**config.mk**
```make
export PLATFORM = sky130hd
export DESIGN_NAME = aes_block_serializer
export DESIGN_NICKNAME = d
export VERILOG_FILES = /design/src/rtl/aes_uart_pkg.sv /design/src/rtl/aes_block_serializer_blk_fifo.sv /design/src/rtl/aes_block_serializer.sv
export SDC_FILE = /design/constraint.sdc
export NUM_CORES = 1
export LEC_CHECK = 0
export CORE_UTILIZATION = 30
export CTS_CLUSTER_DIAMETER = 50
export DETAILED_ROUTE_END_ITERATION = 8
export DONT_BUFFER_PORTS = 1
export GPL_TIMING_DRIVEN = 0
export PLACE_DENSITY_LB_ADDON = 0.08
export SLEW_MARGIN = 20
export SYNTH_ARGS = -nofsm -noshare
export SYNTH_HDL_FRONTEND = slang
export SYNTH_SLANG_ARGS = --single-unit
```
**constraint.sdc**
```tcl
create_clock -name clk -period 5.7 [get_ports clk]
set_clock_uncertainty 0.2 [all_clocks]
set_input_delay 1.71 -clock clk [delete_from_list [all_inputs] [get_ports clk]]
set_output_delay 1.71 -clock clk [all_outputs]
set_load 0.1 [all_outputs]
```
**src/rtl/aes_uart_pkg.sv**
```systemverilog
`default_nettype none
// ============================================================================
// Module      : aes_uart_pkg
// Description : Shared constants and types for the AES <-> UART bridge blocks
// Revision    : 1.0  initial release
// ============================================================================
package aes_uart_pkg;

  localparam int BLOCK_W         = 128;
  localparam int BYTE_W          = 8;
  localparam int BYTES_PER_BLOCK = BLOCK_W / BYTE_W;
  localparam int BYTE_CNT_W      = $clog2(BYTES_PER_BLOCK);

  // Serializer FSM encoding
  typedef enum logic [0:0] {
    IDLE = 1'b0,
    SEND = 1'b1
  } ser_state_e;

endpackage
`default_nettype wire

```
**src/rtl/aes_block_serializer_blk_fifo.sv**
```systemverilog
`default_nettype none
// ============================================================================
// Module      : blk_fifo
// Description : Synchronous block FIFO; a push into a full FIFO is accepted
//               when a pop happens on the same edge. Pop must only be
//               requested while count is non-zero.
// Revision    : 1.0  initial release
// ============================================================================
module blk_fifo #(
  parameter int WIDTH = 128,
  parameter int DEPTH = 4,
  parameter int CNT_W = $clog2(DEPTH) + 1
) (
  input  logic             clk,
  input  logic             rst,
  input  logic             push,
  input  logic [WIDTH-1:0] push_data,
  input  logic             pop,
  output logic             push_ok,
  output logic [WIDTH-1:0] head,
  output logic [CNT_W-1:0] count,
  output logic [CNT_W-1:0] count_next
);

  localparam int PTR_W = $clog2(DEPTH);

  logic [WIDTH-1:0] mem_q [DEPTH];
  logic [PTR_W-1:0] wr_ptr_q, wr_ptr_d;
  logic [PTR_W-1:0] rd_ptr_q, rd_ptr_d;
  logic [CNT_W-1:0] count_q,  count_d;

  // Accept a write when there is room, or when the head leaves on this edge
  assign push_ok = push && ((count_q != CNT_W'(DEPTH)) || pop);

  // Next pointer and occupancy; pointers wrap naturally at DEPTH (power of 2)
  always_comb begin
    wr_ptr_d = wr_ptr_q;
    rd_ptr_d = rd_ptr_q;
    count_d  = count_q;
    if (push_ok) wr_ptr_d = wr_ptr_q + PTR_W'(1);
    if (pop)     rd_ptr_d = rd_ptr_q + PTR_W'(1);
    case ({push_ok, pop})
      2'b10:   count_d = count_q + CNT_W'(1);
      2'b01:   count_d = count_q - CNT_W'(1);
      default: count_d = count_q;
    endcase
  end

  // Pointer and occupancy registers
  always_ff @(posedge clk or posedge rst) begin
    if (rst) begin
      wr_ptr_q <= '0;
      rd_ptr_q <= '0;
      count_q  <= '0;
    end else begin
      wr_ptr_q <= wr_ptr_d;
      rd_ptr_q <= rd_ptr_d;
      count_q  <= count_d;
    end
  end

  // Storage array; contents need no reset since occupancy gates all reads
  always_ff @(posedge clk) begin
    if (push_ok) mem_q[wr_ptr_q] <= push_data;
  end

  assign head       = mem_q[rd_ptr_q];
  assign count      = count_q;
  assign count_next = count_d;

endmodule
`default_nettype wire

```
**src/rtl/aes_block_serializer.sv**
```systemverilog
`default_nettype none
// ============================================================================
// Module      : aes_block_serializer
// Description : Queues 128-bit cipher blocks and streams each one out
//               MSB-byte-first on a valid/ready byte interface.
// Revision    : 1.0  initial release
// ============================================================================
module aes_block_serializer
  import aes_uart_pkg::*;
#(
  parameter  int DEPTH = 4,
  localparam int CNT_W = $clog2(DEPTH) + 1
) (
  input  logic               clk,
  input  logic               rst,
  input  logic               blk_valid,
  input  logic [BLOCK_W-1:0] blk_data,
  output logic               tx_valid,
  output logic [BYTE_W-1:0]  tx_data,
  input  logic               tx_ready,
  input  logic               ovf_clr,
  output logic               overflow,
  output logic [CNT_W-1:0]   fifo_count,
  output logic               busy
);

  localparam logic [BYTE_CNT_W-1:0] LAST_BYTE = BYTE_CNT_W'(BYTES_PER_BLOCK - 1);

  ser_state_e              state_q, state_d;
  logic [BLOCK_W-1:0]      shift_q, shift_d;     // bytes still to send, top-aligned
  logic [BYTE_CNT_W-1:0]   byte_cnt_q, byte_cnt_d;
  logic                    tx_valid_q, tx_valid_d;
  logic [BYTE_W-1:0]       tx_data_q, tx_data_d;
  logic                    overflow_q, overflow_d;
  logic                    busy_q, busy_d;

  logic                    pop;
  logic                    push_ok;
  logic [BLOCK_W-1:0]      head;
  logic [CNT_W-1:0]        count;
  logic [CNT_W-1:0]        count_next;
  logic                    handshake;

  blk_fifo #(
    .WIDTH (BLOCK_W),
    .DEPTH (DEPTH),
    .CNT_W (CNT_W)
  ) u_fifo (
    .clk        (clk),
    .rst        (rst),
    .push       (blk_valid),
    .push_data  (blk_data),
    .pop        (pop),
    .push_ok    (push_ok),
    .head       (head),
    .count      (count),
    .count_next (count_next)
  );

  assign handshake = tx_valid_q && tx_ready;

  // Serializer next-state: load a block, step bytes on handshake, chain blocks
  always_comb begin
    state_d    = state_q;
    shift_d    = shift_q;
    byte_cnt_d = byte_cnt_q;
    tx_valid_d = tx_valid_q;
    tx_data_d  = tx_data_q;
    pop        = 1'b0;
    case (state_q)
      IDLE: begin
        if (count != '0) begin
          pop        = 1'b1;
          tx_data_d  = head[BLOCK_W-1 -: BYTE_W];
          shift_d    = head << BYTE_W;
          byte_cnt_d = '0;
          tx_valid_d = 1'b1;
          state_d    = SEND;
        end
      end
      SEND: begin
        if (handshake) begin
          if (byte_cnt_q != LAST_BYTE) begin
            tx_data_d  = shift_q[BLOCK_W-1 -: BYTE_W];
            shift_d    = shift_q << BYTE_W;
            byte_cnt_d = byte_cnt_q + BYTE_CNT_W'(1);
          end else if (count != '0) begin
            pop        = 1'b1;
            tx_data_d  = head[BLOCK_W-1 -: BYTE_W];
            shift_d    = head << BYTE_W;
            byte_cnt_d = '0;
          end else begin
            tx_valid_d = 1'b0;
            state_d    = IDLE;
          end
        end
      end
      default: state_d = IDLE;
    endcase
  end

  // Sticky drop flag (a drop beats a same-edge clear) and registered busy
  always_comb begin
    overflow_d = overflow_q;
    if (ovf_clr)               overflow_d = 1'b0;
    if (blk_valid && !push_ok) overflow_d = 1'b1;
    busy_d = (state_d == SEND) || (count_next != '0);
  end

  // FSM and output registers
  always_ff @(posedge clk or posedge rst) begin
    if (rst) begin
      state_q    <= IDLE;
      shift_q    <= '0;
      byte_cnt_q <= '0;
      tx_valid_q <= 1'b0;
      tx_data_q  <= '0;
      overflow_q <= 1'b0;
      busy_q     <= 1'b0;
    end else begin
      state_q    <= state_d;
      shift_q    <= shift_d;
      byte_cnt_q <= byte_cnt_d;
      tx_valid_q <= tx_valid_d;
      tx_data_q  <= tx_data_d;
      overflow_q <= overflow_d;
      busy_q     <= busy_d;
    end
  end

  assign tx_valid   = tx_valid_q;
  assign tx_data    = tx_data_q;
  assign overflow   = overflow_q;
  assign fifo_count = count;
  assign busy       = busy_q;

endmodule
`default_nettype wire

```
==> flow_summary.ini <==
[status]
outcome = finished, final reports clean

[routing]
wl_mm = 60.2
vias = 12243
via_per_inst = 4.70
drt-pass1-iter-count = 5
drt_iter0_drc = 619
wire_per_inst_um = 23.1
ant_nets = 0
drc_errors = 0

[die]
io_pins = 147
die_w_um = 291
die_area_sq_um = 84500
core_sq_um = 82200
rows = 105
initial_utilization_pct = 30.4
dieHeight_um = 291

[cells_and_area]
drive_gt1_share_pct = 23.0
area_growth_pct = 19.7
fillers = 7671
nets = 1595
final_core_util_pct = 36.4
multi_input_comb_area_sq_um = 5390
register_area_sq_um = 19200

[synthesis]
syn_area_per_cell_sq_um = 18.6
yosysTopAreaCellShare_pct = 61.5
seq_area_frac_synth_pct = 76.6
synth_cell_types = 41
yosys-top-cells-area = edfxtp_1, dfrtp_1, mux4_2
syn_area_sq_um = 25000
synthCells = 1343
synth-edff-count = 512
async_flop_share_pct = 22.8
synth-main-ff-cell = edfxtp_1
ys_seq_elements = 663
synth_fp_nets = 1482
synth.largest_area_cell = edfxtp_1
yosys_warnings = 0

[worst_setup_path]
slowest_delay_ns = 1.11
critical_path_class = flip-flop to flip-flop
critPathMostFrequentCell = buf_16
setup.worst_path.start_class = flip-flop
cp-startpoint = tx_valid
worstPathRequired_ns = 5.81
worst_ep_arrival_time_ns = 4.01
cp-end-kind = flip-flop
crit_path_cell_trace = nand2_1, o21ai_2, o21a_1, and2_4, buf_16, buf_16
r2r-start = tx_valid
critPathMaxFanout = 36
slowest_stage = dfrtp_1

[clock_tree]
cts_resized = 0
clk_pin_slew_worst_paths_ns = 0.06
clock_latency_ns = 0.64
clock_sinks = 663
h-tree-depth = 3
numCtsBuffers = 92
cts-hold-fix-buffers = 0
clk_path_buf_depth = 3
post_cts_buffers = 0
cts_tree = built
ctsRootBufferMaster = clkbuf_16

[worst_hold_path]
hold_path_class = flip-flop to flip-flop
hold_start = shift_q[1]

[power_and_ir_drop]
totalPowerFinal_w = 0.0157
ir_worst_vdd_mv = 0.261
p_leak_nw = 10.6
powerDensity_nw_per_um2 = 526

[sta]
finalHoldViolCount = 0
period_share_pct = 68.5
min_period_ns = 3.90
slew_headroom_pct = 22.4
rsz0062_at_grt = no
max_freq_ghz = 0.256
finalSetupViolations = 0
tightest_slew_ns = 1.16
slew_viol_final = 0

[placed_design]
gp_congestion = 0.715
hpwl_mm = 38.9
port_buffers = 0

[global_route]
grt_antenna_before_repair = 2
grt_max_degree = 40
grt_pass1_vias = 13414
grt_use_total_pct = 14.5
gr-total-overflow = 0
grt_pass1_wl_mm = 90.2

[job]
drv_cap = 0
==> critical path: cells and delay by family (launching register included) <==
family                 cells  cell delay [ns]
buffers and inverters      2             0.58
AO/OA/AOI/OAI              2             0.78
AND/OR/NAND/NOR            2             0.85
flip-flops                 1             1.11
==> through the flow <==
stage               TNS [ns]  instance area, sq um  std cells  hold WS [ns]  worst slack, ns
floorplan                  0                 25000       1343         0.230             1.06
global placement     -458.34                 26400       2413         0.246           -0.947
detailed placement         0                 26800       2432         0.247             1.29
CTS                        0                 29900       2604         0.242             1.71
global route               0                 29900       2604         0.282             1.53
finish                     0                 29900       2605         0.248             1.80
==> where the power goes <==
part | switching [W] | internal, W
clock | 0.00222 | 0.00347
combinational | 0.00184 | 0.00138
sequential | 0.000630 | 0.00620
==> kinds of logic after synthesis <==
| logic type | count (synthesis) | share of synthesized area, % |
|---|---|---|
| mux | 132 | 11.7 |
| flops | 663 | 76.6 |
| fa+ha+maj | 6 | 0.330 |
| buf+inv | 83 | 1.89 |
| xor+xnor | 6 | 0.210 |
| compound gates | 152 | 4.42 |
| simple gates | 301 | 4.86 |
==> cells in the mapped netlist, drive strengths merged, types with 4 or more instances <==
| master | n |
|---|---|
| edfxtp | 512 |
| nand2 | 210 |
| dfrtp | 151 |
| mux4 | 128 |
| a22oi | 100 |
| nor2 | 61 |
| buf | 48 |
| o22ai | 31 |
| clkbuf | 26 |
| and2 | 12 |
| inv | 9 |
| nand3 | 7 |
| a21oi | 6 |
| xnor2 | 6 |
| ha | 5 |
| nor3 | 4 |
| o21ai | 4 |
==> routing by layer <==
layer  GRT usage (%)  share of wire (%)  up-vias
met5               0                  0        -
met3            4.37                6.3       88
met1            18.2                 42     6367
li1                -                  -     5530
met2            23.8                 49      258
met4            4.76                2.4        0
==> cell type report <==
class                      instances  share of cell area (%)
antenna                            1                 0.00836
sequential                       663                    64.0
multi-input combinational        597                    18.0
tap                             1070                    4.47
clock inverter                    60                    2.22
clock buffer                     112                    8.18
inverter                           9                   0.125
buffer                            74                    1.46
timing repair buffer              19                    1.55
==> path summary, 6_finish.rpt <==
check	cells after the start	slack, ns	to
setup reg to reg	6	1.80	u_fifo.mem_q[2][57]
min in group asynchronous	1	0.78	shift_q[64]
hold reg to reg	2	0.25	shift_q[9]
max in group asynchronous	5	3.41	tx_data[0]
hold / removal	2	0.25	shift_q[9]
setup / recovery	6	1.80	u_fifo.mem_q[2][57]
==> placed cells by master (no fill, tap or decap), types with 6 or more instances in the layout <==
| cell | instances |
|---|---|
| edfxtp_1 | 512 |
| nand2_1 | 210 |
| dfrtp_1 | 151 |
| mux4_2 | 128 |
| a22oi_1 | 100 |
| clkbuf_16 | 94 |
| nor2_1 | 61 |
| clkbuf_1 | 41 |
| o22ai_1 | 30 |
| buf_2 | 20 |
| clkinvlp_4 | 15 |
| buf_4 | 12 |
| buf_6 | 12 |
| inv_6 | 11 |
| buf_16 | 11 |
| clkinv_1 | 10 |
| inv_1 | 8 |
| and2_1 | 8 |
| bufinv_16 | 8 |
| buf_12 | 8 |
| clkinv_2 | 7 |
| xnor2_1 | 6 |
| a21oi_1 | 6 |
| clkinv_4 | 6 |
==> registers in the layout (all words and copies together) (netlist names) <==
signal           flops
tx_valid             1
u_fifo.count         3
byte_cnt_q           4
u_fifo.mem_q       512
shift_q            128
u_fifo.rd_ptr_q      2
overflow             1
state_q              1
tx_data              8
u_fifo.wr_ptr_q      2
busy                 1
(Power assumes the default switching activity.)
